$ cat src/rtl/uec_dbg_pkg.sv
// Shared debug-block definitions: dump FSM state encoding and register-file geometry.
package uec_dbg_pkg;

    typedef enum logic [2:0] {
        ST_IDLE = 3'd0,
        ST_CAPT = 3'd1,
        ST_HDR  = 3'd2,
        ST_SEND = 3'd3,
        ST_DONE = 3'd4
    } dump_state_e;

    localparam int         NUM_REGS = 16;
    localparam int         SEL_W    = $clog2(NUM_REGS);
    localparam logic [3:0] LAST_REG = 4'hF;

endpackage

$ cat src/rtl/regfile_dump.sv
// Register-file dump engine: walks monitor_sel 0..15 and streams each value MSB byte first.
// Define REGDUMP_HDR_EN to prefix every register with its index byte.
import uec_dbg_pkg::*;

module regfile_dump #(
    parameter int WIDTH = 16
) (
    input  logic             clk,
    input  logic             rst,
    input  logic             start,
    output logic             busy,
    output logic             done,
    output logic [3:0]       monitor_sel,
    input  logic [WIDTH-1:0] monitor_data,
    output logic [7:0]       tx_data,
    output logic             tx_valid,
    input  logic             tx_ready
);

    // state | meaning
    // IDLE  | waiting for start
    // CAPT  | snapshot monitor_data of register sel
    // HDR   | sending index byte (REGDUMP_HDR_EN only)
    // SEND  | sending shadow bytes, byte_cnt counts down to 0
    // DONE  | one-cycle completion pulse

    localparam int NBYTES = WIDTH / 8;
    localparam int CNT_W  = (NBYTES > 1) ? $clog2(NBYTES) : 1;
    localparam logic [CNT_W-1:0] CNT_LAST = CNT_W'(NBYTES - 1);

    dump_state_e      state_q, state_d;
    logic [SEL_W-1:0] sel_q, sel_d;
    logic [CNT_W-1:0] byte_cnt_q, byte_cnt_d;
    logic [WIDTH-1:0] shadow_q, shadow_d;
    logic [7:0]       send_byte;
    logic             hs;

    always_ff @(posedge clk) begin
        if (rst) begin
            state_q    <= ST_IDLE;
            sel_q      <= '0;
            byte_cnt_q <= '0;
            shadow_q   <= '0;
        end else begin
            state_q    <= state_d;
            sel_q      <= sel_d;
            byte_cnt_q <= byte_cnt_d;
            shadow_q   <= shadow_d;
        end
    end

    always_comb begin
        send_byte = '0;
        for (int b = 0; b < NBYTES; b++) begin
            if (byte_cnt_q == CNT_W'(b)) begin
                send_byte = shadow_q[8*b +: 8];
            end
        end
    end

    // Outputs decode only registered state, so tx_ready/start never reach an output.
    always_comb begin
        busy        = (state_q != ST_IDLE);
        done        = (state_q == ST_DONE);
        monitor_sel = sel_q;
`ifdef REGDUMP_HDR_EN
        tx_valid    = (state_q == ST_SEND) || (state_q == ST_HDR);
        if (state_q == ST_HDR) begin
            tx_data = {4'h0, sel_q};
        end else if (state_q == ST_SEND) begin
            tx_data = send_byte;
        end else begin
            tx_data = 8'h00;
        end
`else
        tx_valid    = (state_q == ST_SEND);
        tx_data     = (state_q == ST_SEND) ? send_byte : 8'h00;
`endif
    end

    assign hs = tx_valid && tx_ready;

    always_comb begin
        state_d    = state_q;
        sel_d      = sel_q;
        byte_cnt_d = byte_cnt_q;
        shadow_d   = shadow_q;
        case (state_q)
            ST_IDLE: begin
                if (start) begin
                    sel_d   = '0;
                    state_d = ST_CAPT;
                end
            end
            ST_CAPT: begin
                shadow_d   = monitor_data;
                byte_cnt_d = CNT_LAST;
`ifdef REGDUMP_HDR_EN
                state_d    = ST_HDR;
`else
                state_d    = ST_SEND;
`endif
            end
`ifdef REGDUMP_HDR_EN
            ST_HDR: begin
                if (hs) begin
                    state_d = ST_SEND;
                end
            end
`endif
            ST_SEND: begin
                if (hs) begin
                    if (byte_cnt_q != '0) begin
                        byte_cnt_d = byte_cnt_q - CNT_W'(1);
                    end else if (sel_q == LAST_REG) begin
                        state_d = ST_DONE;
                    end else begin
                        sel_d   = sel_q + SEL_W'(1);
                        state_d = ST_CAPT;
                    end
                end
            end
            ST_DONE: begin
                state_d = ST_IDLE;
            end
            default: begin
                state_d = ST_IDLE;
            end
        endcase
    end

endmodule

$ cat config.mk
export PLATFORM = sky130hd
export DESIGN_NAME = regfile_dump
export DESIGN_NICKNAME = d
export VERILOG_FILES = /design/src/rtl/uec_dbg_pkg.sv /design/src/rtl/regfile_dump.sv
export SDC_FILE = /design/constraint.sdc
export NUM_CORES = 1
export LEC_CHECK = 0
export CAP_MARGIN = 30
export CORE_ASPECT_RATIO = 0.7
export CORE_MARGIN = 10
export CORE_UTILIZATION = 25
export CTS_BUF_LIST = sky130_fd_sc_hd__clkbuf_8
export DETAILED_ROUTE_END_ITERATION = 6
export GPL_ROUTABILITY_DRIVEN = 0
export MAX_ROUTING_LAYER = met4
export PLACE_DENSITY = 0.46
export SYNTH_ARGS = -nofsm -noshare
export SYNTH_HDL_FRONTEND = slang
export SYNTH_SLANG_ARGS = --single-unit
$ cat constraint.sdc
create_clock -name clk -period 1.8 [get_ports clk]
set_input_delay 0.27 -clock clk [delete_from_list [all_inputs] [get_ports clk]]
set_output_delay 0.27 -clock clk [all_outputs]
set_load 0.005 [all_outputs]
==> summary.txt, run 1 <==
Run status
  – Status: finished, final reports clean

Route
  – Drt first pass iters: 4
  – Final wirelength: ~3300 µm
  – ANT nets after route: 0
  – Vias: around 1100
  – Vias/cell: between 4 and 5
  – DRC errors left: 0
  – Drt wl/cell: 14.1 µm
  – Number of DRC markers in iteration 0: 170

Synth
  – Distinct cells, synth: 31
  – Cell type with the largest total area after synthesis: dfxtp_1
  – Top cells by area, synth: dfxtp_1 41%, nand2_1 11%, a21oi_1 8.6%, mux2i_1 6.9%, nor2_1 3.2%
  – Post-synth EDFFs: 0
  – Synthesized instance count: between 100 and 150
  – Top cells by count, synth: 33 x nand2_1, 24 x dfxtp_1, 20 x a21oi_1
  – Synthesized net count: ~160
  – Syn_area_per_cell: 8.23 µm²
  – Post-synth top flop: dfxtp_1
  – Yosys Warn Count: 0
  – Mapped Area: about 1200 µm²
  – Sequential fraction of the synthesis area: 41.4%
  – Yosys reg bits: 24
  – Synth top area share: between 40% and 50%
  – Count leader, synth: nand2_1
  – Async S/R FF share, synth: 0%

Die
  – Core ar.: 4400 µm²
  – Die span in x: approximately 100 µm
  – Die ar.: approximately 7800 µm²
  – Number of core rows: 20
  – IO Pins: 35
  – Starting Density: between 20% and 30%
  – Die H: between 70 and 80 µm

CTS
  – CTS Hold Bufs: 0
  – Clk_lat worst skew: 0.27 ns
  – TritonCTS Sinks: 24
  – CTS Buf Count: 3
  – CTS root buf: clkbuf_8
  – H-tree depth: 1
  – Worst-path clk slew: approximately 0.09 ns
  – CTS tree: yes
  – CTS Buffer Depth: 2

Finish
  – Synth-to-Final Area Change: 42.3%
  – Final nets: around 200
  – N_diodes: 0
  – Share of layout cells above drive strength 1: a little under an eighth
  – Finished Core Util: approximately 37%

Setup path
  – CP Data Required Time: 1.53 ns
  – Crit Path Max Fanout: 10
  – CP Data Arrival Time: 1.50 ns
  – Critical-path top delay cell: clkdlybuf4s50_1
  – Crit-path cells: nand3b_4 > nor2_1 > clkdlybuf4s50_1
  – CP Launch Type: flip-flop
  – Crit path largest cell delay: 0.51 ns
  – Crit end category: primary output
  – Reg-to-reg slack, setup: approximately 0.30 ns
  – Worst setup path class: flip-flop to primary output
  – Critical path buffer and inverter count: 1
  – Delay-heaviest family, CP: buffers and inverters

Pwr
  – Tot Pwr: between 1 and 1.5 mW
  – Pwr/cell area: approximately 750 nW/µm²
  – Leak pwr: ~0.66 nW
  – Worst vdd ir: between 0.4 and 0.5 mV

STA
  – Final setup vio count: 0
  – Min Clock Period, post-route: about 1.8 ns
  – RSZ-0062 raised after global routing: true
  – Slew @ Worst Pin: roughly 0.54 ns
  – Fin crit share: between 90% and 100%
  – Rel. slew slack: between 60 and 70%
  – Final count of hold timing violations: 0
  – Clock skew: approximately 0.0073 ns
  – F_max: around 570 MHz
  – Max-slew violation count: 0

Placement
  – # port buffers: 34
  – Post-DP HPWL: approximately 2300 µm

Global routing
  – Gr ovfl total: 0
  – Vias in the first global route: 1120
  – First-pass GRT wire length: roughly 5400 µm
  – Antenna violations before repair: 0
  – GRT Util Overall: just under 9%
  – Largest net degree at the start of global routing: 22

Worst hold path
  – HP Class: flip-flop to flip-flop

Run
  – Max-Cap Viols: 0
==> through the flow <==
step / instances / hold slack (ns) / worst slack (ns) / TNS [ns] / instance area (µm²)
floorplan: 141 / 0.347 / 0.519 / 0 / 1160
global placement: 224 / 0.446 / 0.0700 / 0 / 1530
detailed placement: 224 / 0.450 / 0.0535 / 0 / 1530
CTS: 230 / 0.464 / -0.00428 / -0.00529 / 1630
global route: 231 / 0.484 / -0.0681 / -0.245 / 1650
finish: 231 / 0.460 / 0.0328 / 0 / 1650
==> registers in the layout (all words and copies together) (netlist names) <==
register and flops:
shadow_q 16, monitor_sel 4, state_q 3, byte_cnt_q 1
==> cell families after synthesis <==
family / count (synthesis) / share of synthesized area [%]
and+or+nand+nor: 65 / 29.0
DFF: 24 / 41.4
AOI/OAI and AO/OA: 27 / 13.5
muxes: 8 / 6.90
buffers and inverters: 16 / 8.09
adders and majority gates: 1 / 1.08
==> placed cells by master (no fill, tap or decap), types with 2 or more instances in the layout <==
cell type,n
nand2_1,33
clkdlybuf4s50_1,28
a21oi_1,20
dfxtp_1,20
nor2_1,9
mux2i_1,8
buf_4,6
inv_1,5
nor4_1,4
o211ai_1,4
clkbuf_8,3
dlygate4sd2_1,3
dlymetal6s2s_1,3
nand3b_4,2
or3_1,2
nand3b_1,2
nand3_1,2
nand4_1,2
dfxtp_4,2
dfxtp_2,2
==> routing by layer <==
layer  up-vias  global-route usage [%]  wire (µm)
met5         -                       -          0
met4         0                    2.08         19
met3         2                    3.22        178
met2        29                    13.0       1510
met1       501                    10.8       1550
li1        554                       -          -
==> what timing repair did <==
item | CTS | global route
cloned | 1 | 0
buffers inserted | 1 | 1
setup endpoints to repair | 11 | 8
gates resized for setup | 10 | 4
==> final cells by class <==
| cell class | instances | area (µm²) |
|---|---|---|
| clock inverter | 1 | 30.0 |
| inverter | 6 | 22.5 |
| tap | 55 | 68.8 |
| sequential | 24 | 490 |
| clock buffer | 3 | 41.3 |
| fill | 451 | 2750 |
| multi-input combinational | 102 | 608 |
| timing repair buffer | 40 | 389 |
==> worst reg2reg max path: stages (launching register included) <==
cell	delay (ns)
dfxtp_2	0.39
buf_4	0.17
or3b_1	0.60
nand2_1	0.17
a21oi_1	0.07
==> power by group <==
group | total (mW) | switching, mW | internal (mW)
Clock | 0.472 | 0.175 | 0.297
Combinational | 0.173 | 0.0808 | 0.0925
Sequential | 0.585 | 0.0273 | 0.558
Total | 1.23 | 0.283 | 0.948
==> final timing paths <==
kind                     from            to  cells after the start
setup / recovery   state_q[2]    tx_data[5]                      3
hold / removal    shadow_q[4]   shadow_q[4]                      2
setup reg to reg   state_q[0]  shadow_q[13]                      4
hold reg to reg   shadow_q[4]   shadow_q[4]                      2
No activity file was read; power rests on OpenSTA's default activity.
==> run 2, diff against run 1 <==
--- a/config.mk
+++ b/config.mk
@@ -14,6 +14,7 @@
 export GPL_ROUTABILITY_DRIVEN = 0
 export MAX_ROUTING_LAYER = met4
 export PLACE_DENSITY = 0.46
+export SKIP_CTS_REPAIR_TIMING = 1
 export SYNTH_ARGS = -nofsm -noshare
 export SYNTH_HDL_FRONTEND = slang
 export SYNTH_SLANG_ARGS = --single-unit
==> summary.txt, run 2 (synthesis gave the netlist of run 1 again) <==
CTS
  – TritonCTS Sinks: 24 (unchanged)
  – H-tree depth: 1 (unchanged)
  – Clk_lat worst skew: 0.27 ns (about the same)
  – CTS tree: yes
  – CTS root buf: clkbuf_8
  – Worst-path clk slew: 0.09 ns (about the same)
  – CTS Buf Count: 3 (unchanged)
  – CTS Buffer Depth: 2 (unchanged)

Finish
  – Final Cell Area: 1690 µm² (+2.2%)
  – Share of layout cells above drive strength 1: 13.4% (+2.0 points)
  – Synth-to-Final Area Change: 45.4%
  – Commonest non-fill, non-tap cell in the layout: nand2_1
  – Final nets: 201 (+1.5%)
  – Max FFs per register: 16 (unchanged)
  – N_diodes: 0 (unchanged)
  – Fill count: 451 (unchanged)
  – Finished Core Util: 38.3% (+0.82 points)
  – Most frequent cells in the layout: 33 x nand2_1, 28 x clkdlybuf4s50_1, 20 x a21oi_1, 20 x dfxtp_1, 9 x buf_4
  – Largest reg by FF count: shadow_q

STA
  – Post-Route Setup TNS: 0 ns (unchanged)
  – RSZ-0062 raised after global routing: true
  – Slew @ Worst Pin: 0.546 ns (+0.00203 ns)
  – Clock skew: 0.0111 ns (+0.00384 ns)
  – Fin crit share: 97.3% (-0.87 points)
  – WHS: 0.460 ns (+0.00000800 ns)
  – Final setup vio count: 0 (unchanged)
  – Max-slew violation count: 0 (unchanged)
  – Min Clock Period, post-route: 1.75 ns (-0.0156 ns)
  – Rel. slew slack: 63.6% (-0.14 points)
  – F_max: 571 MHz (+0.89%)
  – Final count of hold timing violations: 0 (unchanged)

Placement
  – Area after DPL: 1530 µm² (unchanged)
  – Post-DP HPWL: 2330 µm (unchanged)
  – # port buffers: 34 (unchanged)

Setup path
  – Crit-path cells: nand3b_4 > nor2_1 > clkdlybuf4s50_1
  – Crit end category: primary output
  – Crit Path Max Fanout: 8 (-2)
  – Critical-path top delay cell: clkdlybuf4s50_1
  – CP Data Required Time: 1.53 ns (about the same)
  – Crit path largest cell delay: 0.51 ns (about the same)
  – Delay-heaviest family, CP: buffers and inverters
  – Critical path buffer and inverter count: 1 (unchanged)
  – CP Data Arrival Time: 1.48 ns (-0.02 ns)
  – CP Launch Type: flip-flop
  – Worst setup path class: flip-flop to primary output

Global routing
  – Gr ovfl total: 0 (unchanged)
  – Vias in the first global route: 1092 (-2.5%)
  – First-pass GRT wire length: 5280 µm (-2.8%)
  – GRT Util Overall: 8.45% (-0.24 points)
  – Largest net degree at the start of global routing: 22 (unchanged)
  – Antenna violations before repair: 0 (unchanged)

Die
  – Number of core rows: 20 (unchanged)
  – Core ar.: 4400 µm² (unchanged)
  – Die ar.: 7810 µm² (unchanged)
  – Die H: 77.0 µm (unchanged)
  – IO Pins: 35 (unchanged)
  – Starting Density: 26.3% (unchanged)
  – Die span in x: 101 µm (unchanged)

Run
  – Max-Cap Viols: 0 (unchanged)

Pwr
  – Worst vdd ir: 0.456 mV (+10%)
  – Leak pwr: 0.714 nW (+7.8%)
  – Tot Pwr: 1.23 mW (about the same)
  – Pwr/cell area: 730 nW/µm² (-2.1%)

Route
  – Number of DRC markers in iteration 0: 128 (-25%)
  – ANT nets after route: 0 (unchanged)
  – Final wirelength: 3320 µm (+2.0%)
  – Drt wl/cell: 14.2 µm (+0.69%)
  – Drt first pass iters: 4 (unchanged)
  – DRC errors left: 0 (unchanged)
  – Vias: 1098 (+1.1%)
  – Vias/cell: 4.69 (-0.19%)

Worst hold path
  – HP Class: flip-flop to flip-flop

Run status
  – Status: finished, final reports clean
## run 2: cell count changes in the layout (fill, tap and decap cells not counted)
| cell | previous run | this run |
|---|---|---|
| dlygate4sd2_1 | 3 | 0 |
| nor2_1 | 9 | 8 |
| buf_4 | 6 | 9 |
| nor2_2 | 1 | 2 |
| dlymetal6s2s_1 | 3 | 6 |
## run 2: where the power goes
part	leakage (nW)	switching (mW)	internal, mW
registers	0.198	0.0282	0.558
clock network	0.0357	0.172	0.297
logic	0.481	0.0815	0.0944
## run 2: worst paths after layout
check / start / endpoint / slack (ns) / cells past startpoint
worst max-delay path: state_q[2] / tx_data[5] / 0.05 / 3
worst min-delay path: shadow_q[4] / shadow_q[4] / 0.46 / 2
worst max register to register: state_q[0] / shadow_q[9] / 0.29 / 4
worst min register to register: shadow_q[4] / shadow_q[4] / 0.46 / 2
## run 2: area by class of cell
cell class / instances / area (µm²) / area share (%)
clock buffer: 3 / 41.3 / 2.45
clock inverter: 1 / 30.0 / 1.78
inverter: 6 / 22.5 / 1.34
multi-input combinational: 102 / 611 / 36.2
sequential: 24 / 490 / 29.1
tap: 55 / 68.8 / 4.08
timing repair buffer: 43 / 423 / 25.1
## run 2: metrics by stage
step | setup WS (ns) | instances
4_1_cts | -0.259 | 228
6_report | 0.0484 | 234
2_1_floorplan | 0.519 | 141
5_1_grt | -0.0554 | 234
3_3_place_gp | 0.0700 | 224
3_5_place_dp | 0.0535 | 224
## run 2: per-layer routing
| layer | vias up | global-route usage (%) | routed length (µm) | part of all wire, % |
|---|---|---|---|---|
| met4 | 0 | 2.08 | 19 | 0.57 |
| li1 | 557 | - | - | - |
| met5 | - | - | 0 | 0 |
| met1 | 512 | 10.5 | 1550 | 47 |
| met2 | 27 | 12.5 | 1550 | 47 |
| met3 | 2 | 3.22 | 193 | 5.8 |
## run 2: worst register-to-register path, delay by kind of cell, from the launching register on
family,cells,cell delay [ns]
and+or+nand+nor,2,0.76
buffers and inverters,1,0.17
DFF,1,0.40
AOI/OAI and AO/OA,1,0.07
==> run 3, diff against run 2 <==
--- a/config.mk
+++ b/config.mk
@@ -8,12 +8,12 @@
 export CAP_MARGIN = 30
 export CORE_ASPECT_RATIO = 0.7
 export CORE_MARGIN = 10
-export CORE_UTILIZATION = 25
+export CORE_UTILIZATION = 30
 export CTS_BUF_LIST = sky130_fd_sc_hd__clkbuf_8
 export DETAILED_ROUTE_END_ITERATION = 6
 export GPL_ROUTABILITY_DRIVEN = 0
 export MAX_ROUTING_LAYER = met4
-export PLACE_DENSITY = 0.46
+export PLACE_DENSITY = 0.53
 export SKIP_CTS_REPAIR_TIMING = 1
 export SYNTH_ARGS = -nofsm -noshare
 export SYNTH_HDL_FRONTEND = slang
==> summary.txt, run 3 (synthesis gave the netlist of run 1 again) <==
Run status
  – Status: finished, final reports clean

Route
  – Drt wl/cell: 13.9 µm (-2.0%)
  – ANT nets after route: 0 (unchanged)
  – DRC errors left: 0 (unchanged)
  – Vias: 1135 (+3.4%)
  – Final wirelength: 3180 µm (-4.1%)
  – Number of DRC markers in iteration 0: 62 (-52%)
  – Drt first pass iters: 4 (unchanged)
  – Vias/cell: 4.96 (+5.6%)

Placement
  – Post-DP HPWL: 2290 µm (-1.9%)
  – # port buffers: 34 (unchanged)

CTS
  – Worst-path clk slew: 0.08 ns (about the same)
  – Clk_lat worst skew: 0.26 ns (about the same)
  – CTS Buf Count: 3 (unchanged)
  – CTS Buffer Depth: 2 (unchanged)
  – CTS root buf: clkbuf_8
  – H-tree depth: 1 (unchanged)
  – TritonCTS Sinks: 24 (unchanged)
  – CTS tree: yes

Die
  – Die ar.: 6790 µm² (-13%)
  – Die H: 72.0 µm (-6.5%)
  – Number of core rows: 18 (-10%)
  – Starting Density: 32.0% (+5.7 points)
  – IO Pins: 35 (unchanged)
  – Core ar.: 3630 µm² (-18%)
  – Die span in x: 94.3 µm (-7.0%)

Worst hold path
  – Hold EP: shadow_q[2]
  – HP Class: flip-flop to flip-flop
  – Worst hold path depth: 2 (unchanged)
  – HP Start: shadow_q[2]

STA
  – F_max: 581 MHz (+1.8%)
  – Fin crit share: 95.6% (-1.8 points)
  – Final setup vio count: 0 (unchanged)
  – Post-Route Setup TNS: 0 ns (unchanged)
  – Min Clock Period, post-route: 1.72 ns (-0.0316 ns)
  – Clock skew: 0.00424 ns (-0.00687 ns)
  – Slew @ Worst Pin: 0.546 ns (+0.000330 ns)
  – Final count of hold timing violations: 0 (unchanged)
  – RSZ-0062 raised after global routing: false
  – Max-slew violation count: 0 (unchanged)
  – Rel. slew slack: 63.6% (about the same)

Setup path
  – CP Data Arrival Time: 1.45 ns (-0.03 ns)
  – Crit end category: primary output
  – FF-to-FF End: shadow_q[15]
  – Worst setup path class: flip-flop to primary output
  – Reg-to-reg slack, setup: 0.29 ns (about the same)
  – Crit Path Max Fanout: 10 (+2)
  – Worst r2r path cells: 4 (unchanged)
  – Worst r2r src: state_q[0]
  – CP Data Required Time: 1.53 ns (about the same)
  – CP Launch Type: flip-flop

Finish
  – Final nets: 202 (+0.50%)
  – Fill count: 362 (-20%)
  – Finished Core Util: 46.3% (+8.0 points)
  – Synth-to-Final Area Change: 44.8%
  – Register area: 490 µm² (unchanged)
  – Commonest non-fill, non-tap cell in the layout: nand2_1
  – Most frequent cells in the layout: 33 x nand2_1, 24 x clkdlybuf4s50_1, 20 x a21oi_1, 20 x dfxtp_1
  – Max FFs per register: 16 (unchanged)
  – Multi-input logic area: 622 µm² (+1.8%)
  – Largest reg by FF count: shadow_q
  – Share of layout cells above drive strength 1: 14.5% (+1.1 points)
  – N_diodes: 0 (unchanged)

Pwr
  – Leak pwr: 0.780 nW (+9.3%)
  – Pwr/cell area: 642 nW/µm² (-12%)
  – Worst vdd ir: 0.304 mV (-33%)

Run
  – Max-Cap Viols: 0 (unchanged)

Global routing
  – Vias in the first global route: 1088 (-0.37%)
  – Antenna violations before repair: 0 (unchanged)
  – First-pass GRT wire length: 5090 µm (-3.7%)
  – GRT Util Overall: 9.47% (+1.0 points)
  – Largest net degree at the start of global routing: 19 (-14%)
  – Gr ovfl total: 0 (unchanged)
run 3: cell count changes in the layout (fill, tap and decap cells not counted), sizes merged:
cell	delta
clkdlybuf4s50	-4
buf	+1
dlymetal6s2s	+4
bufinv	-1
run 3: how the worst max path moves through the flow:
stage,from,end,slack (ns),cells after the start
2_1_floorplan,state_q[1],shadow_q[0],0.52,6
3_3_place_gp,byte_cnt_q,tx_data[2],0.06,3
3_5_place_dp,byte_cnt_q,tx_data[6],0.02,3
4_1_cts,byte_cnt_q,tx_data[6],-0.30,3
5_1_grt,state_q[2],tx_valid,0.01,3
6_report,state_q[2],tx_valid,0.08,3
run 3: cell type report:
| type | count | share of cell area (%) |
|---|---|---|
| sequential | 24 | 29.2 |
| inverter | 6 | 1.34 |
| tap | 50 | 3.73 |
| multi-input combinational | 102 | 37.0 |
| clock buffer | 3 | 2.46 |
| timing repair buffer | 44 | 26.2 |
run 3: critical path: stages, from the launching register on:
cell	delay, ns
dfxtp_4	0.38
nand3b_4	0.20
inv_2	0.10
clkdlybuf4s50_1	0.50
run 3: metrics by stage:
step	hold slack, ns	total power [mW]	std cells	worst slack, ns	area, µm²
2_1_floorplan	0.347	0.695	141	0.519	1160
3_3_place_gp	0.445	0.767	220	0.0586	1530
3_5_place_dp	0.446	0.770	220	0.0226	1530
4_1_cts	0.458	1.08	223	-0.296	1570
5_1_grt	0.470	1.14	229	0.0146	1680
6_report	0.456	1.08	229	0.0800	1680
run 3: power breakdown:
part | total [mW] | leakage [nW] | internal, mW | switching (mW)
clock | 0.309 | 0.0216 | 0.149 | 0.160
combinational | 0.184 | 0.561 | 0.101 | 0.0834
sequential | 0.586 | 0.198 | 0.558 | 0.0277
run 3: layer usage:
layer	vias to the layer above	GRT usage, %	share of wire [%]
li1	562	-	-
met1	522	11.2	46
met2	43	14.5	45
met3	8	3.80	7.2
met4	0	2.52	1.6
met5	-	-	0
